### src/rtl/ghash_core.sv
// GHASH engine for GCM: Y_i = (Y_{i-1} ^ X_i) * H over GF(2^128), bit-reflected
// (bit 127 = x0), consuming DIGIT bits of H per MULT cycle.
module ghash_core #(
    parameter int unsigned BLOCK_WIDTH = 128,
    parameter int unsigned DIGIT       = 1
) (
    input  logic                   clk,
    input  logic                   rst,
    input  logic                   start,
    input  logic [BLOCK_WIDTH-1:0] h_in,
    input  logic                   blk_valid,
    output logic                   blk_ready,
    input  logic [BLOCK_WIDTH-1:0] blk_in,
    input  logic                   blk_last,
    output logic [BLOCK_WIDTH-1:0] hash_out,
    output logic                   hash_valid,
    output logic                   busy
);

    localparam int unsigned CYCLES = BLOCK_WIDTH / DIGIT;
    localparam int unsigned CW     = $clog2(CYCLES);
    localparam int unsigned DL     = $clog2(DIGIT);
    localparam int unsigned IW     = $clog2(BLOCK_WIDTH);
    localparam logic [CW-1:0] CTR_LAST = CW'(CYCLES - 1);
    localparam logic [BLOCK_WIDTH-1:0] R = {8'hE1, {(BLOCK_WIDTH-8){1'b0}}};

    typedef enum logic [1:0] {IDLE, WAIT, MULT, DONE} state_t;

    state_t                 state_q, state_d;
    logic [BLOCK_WIDTH-1:0] h_q, h_d;
    logic [BLOCK_WIDTH-1:0] y_q, y_d;
    logic [BLOCK_WIDTH-1:0] v_q, v_d;
    logic [BLOCK_WIDTH-1:0] z_q, z_d;
    logic [BLOCK_WIDTH-1:0] hash_q, hash_d;
    logic [CW-1:0]          ctr_q, ctr_d;
    logic                   last_q, last_d;
    logic                   hv_q, hv_d;

    logic [BLOCK_WIDTH-1:0] zt, vt;
    logic [IW-1:0]          bidx;

    always_ff @(posedge clk or posedge rst) begin
        if (rst) begin
            state_q <= IDLE;
            h_q     <= '0;
            y_q     <= '0;
            v_q     <= '0;
            z_q     <= '0;
            hash_q  <= '0;
            ctr_q   <= '0;
            last_q  <= 1'b0;
            hv_q    <= 1'b0;
        end else begin
            state_q <= state_d;
            h_q     <= h_d;
            y_q     <= y_d;
            v_q     <= v_d;
            z_q     <= z_d;
            hash_q  <= hash_d;
            ctr_q   <= ctr_d;
            last_q  <= last_d;
            hv_q    <= hv_d;
        end
    end

    always_comb begin
        state_d = state_q;
        h_d     = h_q;
        y_d     = y_q;
        v_d     = v_q;
        z_d     = z_q;
        hash_d  = hash_q;
        ctr_d   = ctr_q;
        last_d  = last_q;
        hv_d    = 1'b0;
        bidx    = '0;
        zt      = z_q;
        vt      = v_q;

        // H bit for step j of this cycle sits at 127 - (ctr*DIGIT + j), i.e. the bitwise complement.
        for (int unsigned j = 0; j < DIGIT; j++) begin
            bidx = ~((IW'(ctr_q) << DL) + IW'(j));
            if (h_q[bidx]) zt = zt ^ vt;
            vt = vt[0] ? ((vt >> 1) ^ R) : (vt >> 1);
        end

        unique case (state_q)
            IDLE: begin
                if (start) begin
                    h_d     = h_in;
                    y_d     = '0;
                    state_d = WAIT;
                end
            end
            WAIT: begin
                if (blk_valid) begin
                    v_d     = y_q ^ blk_in;
                    z_d     = '0;
                    last_d  = blk_last;
                    ctr_d   = '0;
                    state_d = MULT;
                end
            end
            MULT: begin
                z_d   = zt;
                v_d   = vt;
                ctr_d = ctr_q + 1'b1;
                if (ctr_q == CTR_LAST) begin
                    y_d     = zt;
                    ctr_d   = '0;
                    state_d = last_q ? DONE : WAIT;
                end
            end
            DONE: begin
                hash_d  = y_q;
                hv_d    = 1'b1;
                state_d = IDLE;
            end
            default: state_d = IDLE;
        endcase
    end

    assign blk_ready  = (state_q == WAIT);
    assign busy       = (state_q != IDLE);
    assign hash_out   = hash_q;
    assign hash_valid = hv_q;

endmodule

### config.mk
export PLATFORM = sky130hd
export DESIGN_NAME = ghash_core
export DESIGN_NICKNAME = d
export VERILOG_FILES = /design/src/rtl/ghash_core.sv
export SDC_FILE = /design/constraint.sdc
export NUM_CORES = 1
export LEC_CHECK = 0
export BUFFER_PORTS_ARGS = -buffer_cell sky130_fd_sc_hd__clkbuf_2
export CAP_MARGIN = 20
export CORE_MARGIN = 2
export CORE_UTILIZATION = 40
export CTS_BUF_LIST = sky130_fd_sc_hd__clkbuf_2
export CTS_CLUSTER_SIZE = 40
export DETAILED_ROUTE_END_ITERATION = 10
export PLACE_DENSITY_LB_ADDON = 0.3
export RECOVER_POWER = 25
export SLEW_MARGIN = 20
export SYNTH_ARGS = -nofsm -noshare
export SYNTH_HDL_FRONTEND = slang
export SYNTH_SLANG_ARGS = --single-unit
### constraint.sdc
create_clock -name clk -period 35.8 [get_ports clk]
set_clock_uncertainty 0.2 [all_clocks]
set_input_delay 7.16 -clock clk [delete_from_list [all_inputs] [get_ports clk]]
set_output_delay 7.16 -clock clk [all_outputs]
set_load 0.02 [all_outputs]
==> results of run 1 <==
-- cells by family (layout without fill, tap and decap cells) --
family | count (synthesis) | in the layout
adder cells (fa/ha/maj) | 1 | 1
AO/OA/AOI/OAI | 553 | 553
AND/OR/NAND/NOR | 968 | 968
other | 0 | 2
XOR/XNOR | 132 | 132
buffers and inverters | 236 | 736
multiplexers | 308 | 308
flip-flops | 651 | 651
-- power by group through the flow --
stage          sequential [uW]  combinational (uW)  clock [uW]
2_1_floorplan             1330                 908           0
3_3_place_gp              1320                1200           0
3_5_place_dp              1330                1210           0
4_1_cts                   1320                1220         571
5_1_grt                   1370                1340         609
6_report                  1320                1220         544
-- layer usage --
metal | global-route usage, % | up-vias | share of wire, %
met4 | 7.70 | 0 | 2.3
met1 | 27.1 | 12200 | 45
met5 | 0 | - | 0
li1 | - | 11300 | -
met2 | 30.8 | 713 | 46
met3 | 5.04 | 131 | 6.5
-- flip-flops by register name, summed over array words and instances (netlist names) --
| name | flops |
|---|---|
| ctr_q | 7 |
| h_q | 128 |
| v_q | 128 |
| state_q | 2 |
| hash_valid | 1 |
| last_q | 1 |
| z_q | 128 |
| hash_out | 128 |
| y_q | 128 |
-- cell type report --
type | instances | area (um2)
fill | 7357 | 42000
sequential | 651 | 16300
multi-input combinational | 1962 | 13700
timing repair buffer | 417 | 2200
clock buffer | 270 | 1350
tap | 1040 | 1300
clock inverter | 44 | 287
inverter | 5 | 20.0
antenna | 2 | 5.00
-- stage by stage --
step	instance area, um2	worst slack, ns	util [%]	hold WS, ns	std cells
floorplan	31100	10.20	-	0.238	2849
global placement	33600	24.93	43.5	0.253	4074
detailed placement	33600	24.93	43.5	0.255	4074
CTS	35200	25.69	45.6	0.280	4388
global route	35200	20.97	45.6	0.325	4391
finish	35200	21.68	45.6	0.277	4391
-- worst reg2reg max path: cells and delay by family (launching register included) --
family                 cells  cell delay [ns]
flip-flops                 1             0.50
AND/OR/NAND/NOR            3             0.64
buffers and inverters      1             6.47
AO/OA/AOI/OAI              1             0.96
-- path summary, 6_finish.rpt --
check | startpoint | to | slack [ns]
worst max-delay path | blk_valid | v_q[38]$_DFFE_PP0P_ | 21.68
worst max register to register | state_q[0]$_DFFE_PP0P_ | v_q[38]$_DFFE_PP0P_ | 26.88
worst min-delay path | last_q$_DFFE_PP0P_ | last_q$_DFFE_PP0P_ | 0.28
max in group asynchronous | rst | y_q[85]$_DFFE_PP0P_ | 23.94
worst min register to register | last_q$_DFFE_PP0P_ | last_q$_DFFE_PP0P_ | 0.28
min in group asynchronous | rst | hash_out[17]$_DFFE_PP0P_ | 7.38
-- cells in the final DEF (no fill, tap or decap), types with 5 or more instances in the layout --
cell	instances
a211o_1	256
a21oi_1	135
a221o_1	125
a22oi_1	10
and3_1	129
buf_4	16
clkbuf_1	6
clkbuf_2	660
clkinv_1	25
clkinv_4	6
dfrtp_1	650
mux2_2	256
mux2i_1	37
mux4_2	15
nand2_1	278
nand3_1	137
nand4_1	131
nor2_1	270
nor2b_1	5
o21ai_0	13
xnor2_1	128
==> results.yml, run 1 <==
power:
  p_seq_share_pct: 42.8
  leakagePower_uw: 0.0180
  intPower_uw: 1750
  swShare_pct: 43.3
  p_clk_share_pct: 17.6
  peakVddDrop_v: 0.0000664
  p_switching_uw: 1340
  pwr-share-comb_pct: 39.6
  fin_total_pwr_uw: 3090
  p_per_area_nw_per_um2: 87.8
synthesis:
  synth_seq_cells: 651
  synth_edf_count: 0
  yosysWarnings: 0
  yosys-top-cells-count: "651 x dfrtp_1, 278 x nand2_1, 271 x nor2_1"
  synth_most_common_cell: "dfrtp_1"
  yosysTopAreaCell: "dfrtp_1"
  synthSimpleGateAreaFrac_pct: 14.5
  dominantRegCellSynth: "dfrtp_1"
  netlist_instances: 2849
  yosysSeqAreaShare_pct: 52.3
  synth_compound_area_share_pct: 14.2
  synth.avg_cell_area_um2: 10.9
  synth_top_family_by_area: "simple AND/OR/NAND/NOR gates"
  synthMuxAreaShare_pct: 11.5
  synthAdderAreaFrac_pct: 0.0402
  synth_xor_area_share_pct: 3.71
  synth_nets: 3111
  yosysUniqueCellTypes: 43
  synth.cell_area_um2: 31100
  synthTopCellsByArea: "dfrtp_1 52%, mux2_2 9.3%, a211o_1 7.2%, a221o_1 4.0%, xnor2_1 3.6%"
  synth_top_cell_area_share_pct: 52.3
  async_flop_share_pct: 100
worst_setup_path:
  slowest_stage: "clkbuf_1"
  crit_cells: 5
  cp-end-kind: "flop"
  crit_type: "in -> reg"
  path_buf_inv: 2
  critPathMaxStageDelay_ns: 6.47
  required_ns: 36.76
  crit_path_max_fanout: 185
  worst_path_most_repeated_cell: "clkbuf_1"
  cpLargestDelayFamily: "buffers and inverters"
  cp_data_arrival_time_ns: 15.08
  r2r_cells: 5
  worstPathCellList: "clkbuf_1, and2_0, nor2_4, clkbuf_1, a221o_1"
  cp-start-kind: "primary input"
cts:
  cts_tree: "built"
  htree_levels: 4
  post_cts_resized: 0
  clock_latency_ns: 1.35
  cts_buffer_depth: 3
  cts_buffers: 178
  clkSinkCount: 651
  postCtsSetupBuffers: 0
  clkTransAtPathRegs_ns: 0.10
  cts_root_buf: "clkbuf_2"
  hold_buffers: 0
die:
  fp-row-count: 102
  ioPinCount: 392
  die_h_um: 283
  die_width_um: 283
  core_region_area_um2: 77200
  start_util_pct: 40.3
  die_area_um2: 80100
final_layout:
  drive_gt1_share_pct: 29.3
  area_delta_synth_final_pct: 13.0
  nNetsFinal: 3477
placed_design:
  numPortBuffers: 391
  place_congestion: 0.755
  dp_hpwl_um: 46700
route:
  wl_um: 80500
  drt_iter0_drc: 1848
  ant_nets: 0
  wl_per_cell_um: 18.3
  vias: 24400
  drc_errors: 0
  first_pass_iters: 6
  vias_per_cell: 5.55
global_route:
  grt_max_degree: 241
  grt_pass1_vias: 24000
  overflow: 0
  grt_pass1_wl_um: 131000
  antenna_found_initial: 2
  grt.total_usage_pct: 20.0
sta:
  setup_viol: 0
  final_hold_viol_count: 0
  period_share_pct: 39.4
  rsz0062_at_grt: "false"
  max_freq_ghz: 0.0708
  period_minus_slack_ns: 14.12
  final.setup.tns_ns: 0
  slew_violations: 691
  max_slew_margin_pct: -527
  worstMarginPinSlew_ns: 9.40
job:
  max_cap_violations: 8
worst_hold_path:
  holdCritPathClass: "reg -> reg"
  hold_depth: 2
status:
  outcome: "finished, violations left"
  violations: "capacitance limit, slew limit"
Power figures use the tool's default switching activity.
==> run 2: changes to the inputs <==
- clock period: 35.8 -> 12.2 ns (I/O delays scaled with it)
==> run 2 against run 1 <==
Net effect:
- the flow still finishes with violations (capacitance limit, slew limit)
- die area unchanged
- sequential share of layout area about the same
- register-to-register slack lost 22 ns
- core utilization about the same
- setup slack got worse by 16 ns
- sequential power increased to 2.9 times the previous value
- via count increased by 0.43%
- power grew to 2.9 times the previous value
- final area about the same
- combinational power grew to 2.9 times the previous value
- clock-buffer cell count down 13
- first-iteration DRC count shrank 0.92%
==> results.yml, run 2 (synthesis gave the netlist of run 1 again) <==
placed_design:
  place_inst: 4076
  place_congestion: 0.752
  dp_hpwl_um: 47700
  numPortBuffers: 391
final_layout:
  nNetsFinal: 3475
  final_common_cell: "dfrtp_1"
  seqCellArea_um2: 16300
  post-route-util_pct: 45.5
  drive_gt1_share_pct: 29.0
  final_cells: 4383
  multi_input_area_um2: 13700
  final_cell_mix: "650 x dfrtp_1, 646 x clkbuf_2, 278 x nand2_1"
  area_delta_synth_final_pct: 12.9
  fillCellCount: 7417
sta:
  final.setup.tns_ns: 0
  max_slew_margin_pct: -154
  slew_violations: 236
  timing.hold.ws_ns: 0.287
  final_hold_viol_count: 0
  setup_viol: 0
  max_freq_ghz: 0.143
  rsz0062_at_grt: "false"
  period_share_pct: 57.3
  period_minus_slack_ns: 6.99
  worstMarginPinSlew_ns: 3.81
power:
  p_switching_uw: 3920
  swShare_pct: 43.6
  p_per_area_nw_per_um2: 256
  pwr-share-comb_pct: 39.5
  peakVddDrop_v: 0.000260
  intPower_uw: 5070
  leakagePower_uw: 0.0179
  p_seq_share_pct: 43.2
  p_clk_share_pct: 17.3
  fin_total_pwr_uw: 9000
worst_setup_path:
  cpLargestDelayFamily: "buffers and inverters"
  critPathMaxStageDelay_ns: 2.65
  worstPathCellList: "clkbuf_1, mux4_2, mux2i_1, or2_2, a311oi_1, a2111o_2, buf_4, buf_12, a21oi_1, a211o_1"
  cp-start-kind: "flop"
  path_buf_inv: 3
  required_ns: 13.15
  cp_data_arrival_time_ns: 7.94
  slowest_stage: "clkbuf_1"
  crit_path_max_fanout: 219
  crit_type: "reg -> reg"
  cp-end-kind: "flop"
cts:
  cts_buffer_depth: 3
  clkSinkCount: 651
  clkTransAtPathRegs_ns: 0.09
  postCtsSetupBuffers: 0
  hold_buffers: 0
  cts_root_buf: "clkbuf_2"
  cts_buffers: 175
  htree_levels: 4
  cts_tree: "built"
  clock_latency_ns: 1.34
  post_cts_resized: 0
die:
  die_width_um: 283
  die_area_um2: 80100
  ioPinCount: 392
  core_region_area_um2: 77200
  start_util_pct: 40.3
  die_h_um: 283
  fp-row-count: 102
status:
  outcome: "finished, violations left"
  violations: "capacitance limit, slew limit"
route:
  drc_errors: 0
  ant_nets: 0
  wl_um: 80500
  wl_per_cell_um: 18.4
  first_pass_iters: 6
  vias: 24500
  drt_iter0_drc: 1831
  vias_per_cell: 5.58
worst_hold_path:
  holdCritPathClass: "reg -> reg"
global_route:
  grt_max_degree: 220
  grt_pass1_vias: 24100
  overflow: 0
  grt.total_usage_pct: 19.9
  antenna_found_initial: 3
  grt_pass1_wl_um: 131000
job:
  max_cap_violations: 5
run 2: power groups by stage:
| stage | Sequential (uW) | Clock [uW] | Combinational, uW |
|---|---|---|---|
| 2_1_floorplan | 3910 | 0 | 2660 |
| 3_3_place_gp | 3900 | 0 | 3500 |
| 3_5_place_dp | 3920 | 0 | 3560 |
| 4_1_cts | 3880 | 1640 | 3570 |
| 5_1_grt | 4020 | 1750 | 3890 |
| 6_report | 3880 | 1560 | 3550 |
run 2: per-layer routing:
metal	wire [um]	global-route usage [%]
met4	1940	7.26
met5	11	0
met2	37100	30.6
met1	36700	27.3
met3	4810	4.90
run 2: final timing paths:
kind | slack, ns | cells past startpoint | from | to
setup / recovery | 5.21 | 10 | ctr_q[1]$_DFFE_PP0P_ | z_q[83]$_DFFE_PP0P_
hold / removal | 0.29 | 2 | last_q$_DFFE_PP0P_ | last_q$_DFFE_PP0P_
setup reg to reg | 5.21 | 10 | ctr_q[1]$_DFFE_PP0P_ | z_q[83]$_DFFE_PP0P_
hold reg to reg | 0.29 | 2 | last_q$_DFFE_PP0P_ | last_q$_DFFE_PP0P_
max in group asynchronous | 7.87 | 5 | rst | z_q[103]$_DFFE_PP0P_
min in group asynchronous | 1.30 | 2 | rst | z_q[33]$_DFFE_PP0P_
run 2: area by class of cell:
class,count,share of cell area (%)
antenna,2,0.0142
clock buffer,257,3.66
clock inverter,48,0.808
inverter,5,0.0569
multi-input combinational,1962,39.1
sequential,651,46.3
tap,1040,3.70
timing repair buffer,418,6.35
run 2: worst min-delay path: cells and delay by family, from the launching register on:
| kind | cells | cell delay, ns |
|---|---|---|
| DFF | 1 | 0.35 |
| and+or+nand+nor | 2 | 0.11 |
run 2: metrics by stage:
stage	setup slack [ns]	cell area, um2
final	5.21	35200
after global routing	4.84	35200
after CTS	6.84	35200
after detailed placement	6.46	33600
after global placement	6.52	33600
after floorplan	0.663	31100
==> run 3: changes to the inputs <==
- ABC_AREA: default -> 1
- clock period: 12.2 -> 6 ns (I/O delays scaled with it)
==> run 3 against run 2 <==
Net effect:
- the run still ends with capacitance limit, slew limit left
- clock-buffer cell count is 1 higher
- sequential share of layout area is 2.5 points lower
- sequential cell count stayed put
- non-clock buffer count is 258 higher
- hold slack worse by 0.12 ns
- routed wire length is 8.2% higher
- final area is 5.6% higher
- critical path depth is 5 lower
- combinational power is 89% lower
- clock power is 100% higher
- sequential power is 13% higher
- largest power group unchanged
==> results.yml, run 3 <==
final_layout:
  nNetsFinal: 4406
  final_cells: 5246
  area_delta_synth_final_pct: 22.1
  final_common_cell: "nand2_1"
  drive_gt1_share_pct: 19.8
  final_cell_mix: "1714 x nand2_1, 650 x clkbuf_2, 650 x dfrtp_1"
  final_area_um2: 37100
sta:
  final_hold_viol_count: 0
  max_slew_margin_pct: -78.5
  max_freq_ghz: 0.225
  worstMarginPinSlew_ns: 2.68
  setup_viol: 0
  timing.hold.ws_ns: 0.164
  period_share_pct: 74.0
  slew_violations: 183
  period_minus_slack_ns: 4.44
  rsz0062_at_grt: "false"
placed_design:
  place_congestion: 0.802
  dp_hpwl_um: 48400
  placed_cell_area_um2: 33100
  place_inst: 4694
  numPortBuffers: 391
cts:
  clkSinkCount: 651
  clock_latency_ns: 1.31
  htree_levels: 4
  cts_tree: "built"
  cts_buffers: 171
  clkTransAtPathRegs_ns: 0.09
  cts_root_buf: "clkbuf_2"
  cts_buffer_depth: 3
  postCtsSetupBuffers: 0
synthesis:
  synth.cell_area_um2: 30400
  synth.avg_cell_area_um2: 8.66
  netlist_instances: 3511
  synth_seq_cells: 651
  yosysSeqAreaShare_pct: 53.6
  yosysTopAreaCell: "dfrtp_1"
  synthTopCellsByArea: "dfrtp_1 54%, nand2_1 21%, nand3_1 5.5%, mux2_2 4.7%, xor2_1 3.8%"
  synth_top_cell_area_share_pct: 53.6
  yosysWarnings: 0
  synth_most_common_cell: "nand2_1"
  async_flop_share_pct: 100
  yosys-top-cells-count: "1718 x nand2_1, 651 x dfrtp_1, 336 x nand3_1"
  yosysUniqueCellTypes: 25
  synth_nets: 3773
  synth_edf_count: 0
  dominantRegCellSynth: "dfrtp_1"
worst_setup_path:
  cp_data_arrival_time_ns: 5.40
  crit_type: "in -> async"
  worst_path_most_repeated_cell: "clkbuf_1"
  required_ns: 6.96
  critPathMaxStageDelay_ns: 1.95
  cp-end-kind: "async pin"
  worstPathCellList: "dlygate4sd3_1, clkbuf_2, clkinvlp_2, clkbuf_1, clkbuf_1"
  cp-start-kind: "primary input"
  crit_path_max_fanout: 46
  slowest_stage: "clkbuf_1"
power:
  peakVddDrop_v: 0.000137
  leakagePower_uw: 0.0192
  p_per_area_nw_per_um2: 213
job:
  max_cap_violations: 3
die:
  fp-row-count: 101
  start_util_pct: 40.2
  core_region_area_um2: 75600
  die_width_um: 280
  die_h_um: 280
  die_area_um2: 78300
  ioPinCount: 392
route:
  first_pass_iters: 5
  drc_errors: 0
  vias: 26300
  ant_nets: 0
  wl_um: 87100
  vias_per_cell: 5.02
  wl_per_cell_um: 16.6
  drt_iter0_drc: 1940
global_route:
  grt_pass1_vias: 26500
  overflow: 0
  grt_max_degree: 208
  grt_pass1_wl_um: 141000
  grt.total_usage_pct: 22.4
  antenna_found_initial: 6
worst_hold_path:
  holdCritPathClass: "in -> reg"
status:
  violations: "capacitance limit, slew limit"
  outcome: "finished, violations left"
-- run 3: worst max-delay path: cells and delay by family --
kind,cells,cell delay [ns]
buffers and inverters,5,4.17
-- run 3: per-layer routing --
layer	vias up	routed length, um	GRT usage, %
met5	-	13	0
met4	2	3140	10.2
met3	218	4410	4.21
met2	800	41100	35.6
met1	12700	38500	29.9
li1	12600	-	-
-- run 3: cells by family after synthesis --
| group | count (synthesis) | synth area share [%] |
|---|---|---|
| multiplexers | 128 | 4.74 |
| adder cells (fa/ha/maj) | 1 | 0.0411 |
| AO/OA/AOI/OAI | 159 | 3.71 |
| AND/OR/NAND/NOR | 2072 | 27.1 |
| buffers and inverters | 241 | 3.44 |
| XOR/XNOR | 259 | 7.46 |
| flip-flops | 651 | 53.6 |
-- run 3: stage by stage --
stage	total power (uW)	TNS, ns	util (%)	setup slack, ns
floorplan	4580	-2797.08	-	-4.30
global placement	4730	0	43.8	2.25
detailed placement	4730	0	43.8	2.22
CTS	8040	0	49.2	1.84
global route	8300	0	49.1	0.969
finish	7910	0	49.1	1.56
-- run 3: path summary, 6_finish.rpt --
| check | endpoint | from | cells after the start | slack, ns |
|---|---|---|---|---|
| min in group asynchronous | hash_out[8]$_DFFE_PP0P_ | rst | 3 | 0.38 |
| worst max-delay path | hash_out[110]$_DFFE_PP0P_ | rst | 5 | 1.56 |
| max in group clk | blk_ready | state_q[0]$_DFFE_PP0P_ | 3 | 2.08 |
| worst min-delay path | v_q[0]$_DFFE_PP0P_ | blk_in[0] | 3 | 0.16 |
| worst max register to register | y_q[91]$_DFFE_PP0P_ | ctr_q[0]$_DFFE_PP0P_ | 15 | 2.15 |
| worst min register to register | hash_out[112]$_DFFE_PP0P_ | y_q[112]$_DFFE_PP0P_ | 2 | 0.25 |
-- run 3: layout make-up --
cell class / instances / area, um2
antenna: 5 / 12.5
clock buffer: 258 / 1290
clock inverter: 34 / 220
fill: 7186 / 38400
inverter: 25 / 108
multi-input combinational: 2619 / 13100
sequential: 651 / 16300
tap: 978 / 1220
timing repair buffer: 676 / 4850
-- run 3: what timing repair did --
action                    4_1_cts  5_1_grt
hold buffers                  255        0
hold endpoints to repair      283        0
gates resized for setup         0        0
-- run 3: report_power, final --
group          switching [uW]  internal, uW
combinational             188           202
sequential                  0          4380
clock                    1910          1230
total                    2100          5810
